===== src/rtl/ascon_permutation_iter.sv =====
// Iterative ASCON permutation (p^a / p^b): 12, 8 or 6 rounds, UNROLL rounds per clock.
// The 320-bit state is held as five 64-bit words; word x0 occupies bits 319:256, x4 bits 63:0.
//
//   state | meaning
//   ------+--------------------------------------------------------------
//   IDLE  | waiting for start_i; state_o holds the last result
//   RUN   | applying UNROLL rounds per edge until absolute round 11 is done
module ascon_permutation_iter #(
  parameter int UNROLL = 1
) (
  input  logic         clock_i,
  input  logic         reset_i,
  input  logic         start_i,
  input  logic [1:0]   rounds_sel_i,
  input  logic [319:0] state_i,
  output logic         busy_o,
  output logic         done_o,
  output logic [319:0] state_o
);

  typedef logic [0:4][63:0] type_state;
  typedef enum logic {ST_IDLE, ST_RUN} fsm_t;

  if (UNROLL != 1 && UNROLL != 2) begin : g_unroll_check
    $error("ascon_permutation_iter: UNROLL must be 1 or 2");
  end

  function automatic logic [63:0] ror64(input logic [63:0] v, input int n);
    return (v >> n) | (v << (64 - n));
  endfunction

  // One full round: constant addition, bit-sliced S-box, linear diffusion.
  function automatic type_state ascon_round(input type_state s, input logic [3:0] idx);
    logic [63:0] x0, x1, x2, x3, x4;
    logic [63:0] t0, t1, t2, t3, t4;
    type_state   r;
    x0 = s[0];
    x1 = s[1];
    x2 = s[2];
    x3 = s[3];
    x4 = s[4];
    x2[7:0] = x2[7:0] ^ {4'hF - idx, idx};
    x0 = x0 ^ x4;
    x4 = x4 ^ x3;
    x2 = x2 ^ x1;
    t0 = ~x0 & x1;
    t1 = ~x1 & x2;
    t2 = ~x2 & x3;
    t3 = ~x3 & x4;
    t4 = ~x4 & x0;
    x0 = x0 ^ t1;
    x1 = x1 ^ t2;
    x2 = x2 ^ t3;
    x3 = x3 ^ t4;
    x4 = x4 ^ t0;
    x1 = x1 ^ x0;
    x0 = x0 ^ x4;
    x3 = x3 ^ x2;
    x2 = ~x2;
    r[0] = x0 ^ ror64(x0, 19) ^ ror64(x0, 28);
    r[1] = x1 ^ ror64(x1, 61) ^ ror64(x1, 39);
    r[2] = x2 ^ ror64(x2, 1)  ^ ror64(x2, 6);
    r[3] = x3 ^ ror64(x3, 10) ^ ror64(x3, 17);
    r[4] = x4 ^ ror64(x4, 7)  ^ ror64(x4, 41);
    return r;
  endfunction

  fsm_t      st_q, st_d;
  logic [3:0] rnd_q, rnd_d;
  logic [3:0] first_rnd;
  logic       done_q, done_d;
  type_state  state_q, state_d, round_out;

  assign busy_o  = (st_q == ST_RUN);
  assign done_o  = done_q;
  assign state_o = state_q;

  // Starting absolute round index for the selected round count; reserved code runs 12.
  always_comb begin
    first_rnd = 4'd0;
    case (rounds_sel_i)
      2'b01:   first_rnd = 4'd4;
      2'b10:   first_rnd = 4'd6;
      default: first_rnd = 4'd0;
    endcase
  end

  // Chain of UNROLL rounds starting at the current round index.
  always_comb begin
    round_out = state_q;
    for (int k = 0; k < UNROLL; k++) begin
      round_out = ascon_round(round_out, rnd_q + 4'(k));
    end
  end

  // Next-state logic: accept in IDLE, iterate in RUN, pulse done on the final edge.
  always_comb begin
    st_d    = st_q;
    rnd_d   = rnd_q;
    state_d = state_q;
    done_d  = 1'b0;
    case (st_q)
      ST_IDLE: begin
        if (start_i) begin
          state_d = state_i;
          rnd_d   = first_rnd;
          st_d    = ST_RUN;
        end
      end
      ST_RUN: begin
        state_d = round_out;
        if (rnd_q + 4'(UNROLL) == 4'd12) begin
          st_d   = ST_IDLE;
          done_d = 1'b1;
        end else begin
          rnd_d = rnd_q + 4'(UNROLL);
        end
      end
      default: st_d = ST_IDLE;
    endcase
  end

  // State registers with synchronous reset; reset overrides any start request.
  always_ff @(posedge clock_i) begin
    if (reset_i) begin
      st_q    <= ST_IDLE;
      rnd_q   <= 4'd0;
      done_q  <= 1'b0;
      state_q <= '0;
    end else begin
      st_q    <= st_d;
      rnd_q   <= rnd_d;
      done_q  <= done_d;
      state_q <= state_d;
    end
  end

endmodule


===== config.mk =====
export PLATFORM = sky130hd
export DESIGN_NAME = ascon_permutation_iter
export DESIGN_NICKNAME = d
export VERILOG_FILES = /design/src/rtl/ascon_permutation_iter.sv
export SDC_FILE = /design/constraint.sdc
export NUM_CORES = 1
export LEC_CHECK = 0
export ABC_CLOCK_PERIOD_IN_PS = 5700
export CAP_MARGIN = 30
export CORE_AREA = 8 8 249 251
export DETAILED_ROUTE_END_ITERATION = 16
export DIE_AREA = 0 0 257 259
export PLACE_DENSITY = 0.78
export SLEW_MARGIN = 20
export SYNTH_ARGS = -nofsm -noshare
export SYNTH_HDL_FRONTEND = slang
export SYNTH_SLANG_ARGS = --single-unit

===== constraint.sdc =====
create_clock -name clock_i -period 5.7 [get_ports clock_i]
set_clock_uncertainty 0.1 [all_clocks]
set_input_delay 1.14 -clock clock_i [delete_from_list [all_inputs] [get_ports clock_i]]
set_output_delay 1.14 -clock clock_i [all_outputs]
set_load 0.005 [all_outputs]

==> summary.md <==
| Metric | Value |
|---|---|
| Postcts setup bufs | 0 |
| Routed vias | 28600 |
| Die W | 257 um |
| Initial cell density of the core | between 40% and 50% |
| Largest net degree at the start of global routing | 169 |
| First-pass DRT Iterations | 6 |
| DP HPWL | ~120 mm |
| Status | completed |
| Placed insts | about 4600 |
| Startpoint Class | flip-flop |
| CTS tree | done |
| DRC Markers | 0 |
| Netlist Area Pre-Place | 29000 sq um |
| Post-Syn Area per Cell | between 8 and 9 sq um |
| Max transition margin | ~22% |
| Number of synthesized flops with an enable pin | 0 |
| CTS buffer count | roughly 40 |
| Wirelength per Cell | between 30 and 40 um |
| Vias per inst | 6.12 |
| Top-count cell post-synth | xnor2_1 |
| Tcrit/Tclk final | 58.2% |
| Initial antenna violation count | 9 |
| IO Count | roughly 650 |
| H-tree depth | 2 |
| Cell variety after synth | 40 |
| Max Cap Viol | 0 |
| #FFs+latches synth | between 300 and 400 |
| First-pass GRT wire length | slightly above 200 mm |
| Clock latency at the later pin of the worst-skew pair | between 0.5 and 0.6 ns |
| Most frequent CP cell | xor2_1 |
| CP Cell Sequence | inv_1 -> ha_1 -> xor2_1 -> xor2_1 -> xnor2_1 -> a211oi_1 |
| CP max-delay cell | xnor2_1 |
| Share of cells above drive strength 1 | 4.84% |
| Die Area | 66600 sq um |
| CP required | 6.02 ns |
| CP top delay family | XOR/XNOR gates |
| Finished Layout Cells | between 4000 and 5000 |
| RSZ-0062 raised after global routing | false |
| Die Y-Extent | ~260 um |
| Hold path start | state_o[238] |
| Setup ws final | between 2 and 2.5 ns |
| Kind of critical path | reg -> reg |
| Sequential share of the synthesized area | between 20 and 25% |
| Clk root buf | clkbuf_16 |
| Clk slew on worst S/H paths | about 0.06 ns |
| Syn nets | between 3000 and 4000 |
| Top post-synthesis cells by count | xnor2_1 (857), a211oi_1 (384), nand2_1 (333) |
| GRT overflow | 0 |
| Clk sinks | around 330 |
| Port bufs | between 600 and 700 |
| CP endpoint kind | flip-flop |
| CTS resizes | 0 |
| Tightest Pin Transition | 1.16 ns |
| Setup Viol. Count Final | 0 |
| Fmax | 0.301 GHz |
| Setup WS pre-CTS | between 2 and 2.5 ns |
| Top-area cell type share of the netlist area | 25.9% |
| CP Launch Point | state_o[86] |
| Endpoints failing hold | 0 |
| Tmin final | between 3 and 4 ns |
| Primary FF master, synth | dfxtp_1 |
| Ranking of synthesized cells by area | xnor2_1 (26%), dfxtp_1 (22%), a211oi_1 (9.9%), o211a_1 (7.0%), xor2_1 (6.0%) |
| Hold_buf cts | 0 |
| Drt total wl | 149 mm |
| Hold crit path type | reg -> reg |
| GRT Resource Usage Total | 42.4% |
| GPL Wtd Cong | around 1.1 |
| 1st-iter DRT viols | 3630 |
| Asr flop ratio synth | 0% |
| Synth-to-Final Area Change | 29.9% |
| Nets | 4336 |
| Core Footprint | between 50000 and 60000 sq um |
| Post-detailed-route count of antenna-violating nets | 0 |
| Buf/Inv on CP | 1 |
| Synth Instances | approximately 3300 |
| Critical path arrival | roughly 3.6 ns |
| Synth area leader | xnor2_1 |
| Slew Limit Fails | 0 |
| Setup_tns | 0 ns |
| Synth Warn # | 0 |
| CP max stage delay | around 0.9 ns |
| Vias in the first global route | approximately 28000 |
| Worst-path fanout max | 3 |
| Row count | 89 |
| Hold slack | around 0.51 ns |
| Worst r2r src | state_o[86] |
| Clock Path Buffers | 3 |
-- registers in the layout, indices dropped and copies added (netlist names) --
name,count
done_o,1
rnd_q,4
state_o,320
busy_o,1
-- path summary, 6_finish.rpt --
kind                            slack [ns]  depth (start not counted)            to
worst max register to register        2.38                          6   state_o[15]
worst min-delay path                  0.51                          2  state_o[238]
worst min register to register        0.51                          2  state_o[238]
worst max-delay path                  2.38                          6   state_o[15]
-- cell type report --
cell class	count	area [sq um]
Antenna cell	3	7.51
Clock buffer	60	1200
Clock inverter	6	82.6
Fill cell	5144	20500
Inverter	235	887
Multi-Input combinational cell	2565	21000
Sequential cell	326	6530
Tap cell	773	967
Timing Repair Buffer	711	7090
-- cell families (layout without fill, tap and decap cells) --
family	after synthesis	count (layout)	share of synthesized area [%]
muxes	109	109	3.78
adders and majority gates	188	188	7.61
other	0	3	0
DFF	326	326	22.5
buffers and inverters	413	1012	5.39
and+or+nand+nor	517	517	7.65
AOI/OAI and AO/OA	645	645	18.4
xor gates and xnor gates	1106	1106	34.7
-- routing by layer --
layer  vias to the layer above  global-route usage, %  routed length [um]  part of all wire [%]
li1                      12400                      -                   -                     -
met1                     13700                   51.4               55200                    37
met2                      2049                   65.1               64700                    43
met3                       502                   12.7               17800                    12
met4                        14                   27.3               11200                   7.5
met5                         -                      0                  81                 0.054
-- cell usage in the layout (no fill, tap or decap), types with 4 or more instances in the layout --
master,count
clkdlybuf4s50_1,644
buf_12,9
o211a_1,204
ha_1,131
a2111oi_1,4
xor2_1,199
buf_4,49
dfxtp_1,325
o21ai_0,12
maj3_1,57
a211oi_1,384
xnor2_2,41
a21oi_1,19
xor2_2,9
clkbuf_16,42
a2111oi_2,5
nor2_1,72
nor2b_1,87
inv_1,234
nand2_1,333
mux2i_1,107
xnor2_1,856
clkbuf_8,8
clkbuf_1,10
a2111oi_0,12
clkbuf_4,5
nand2b_1,10
-- through the flow --
| stage | cell area [sq um] | util, % |
|---|---|---|
| after global placement | 36200 | 62.2 |
| after global routing | 37700 | 64.8 |
| final | 37700 | 64.8 |
| after floorplan | 29000 | - |
| after CTS | 37600 | 64.6 |
| after detailed placement | 36300 | 62.4 |
-- worst min-delay path: stages, from the launching register on --
cell,delay [ns]
dfxtp_1,0.34
mux2i_1,0.14
a211oi_1,0.08
Power is left out: the tool's default activity adds up to more than one toggle a clock period on the data nets, which glitch-free logic cannot reach.
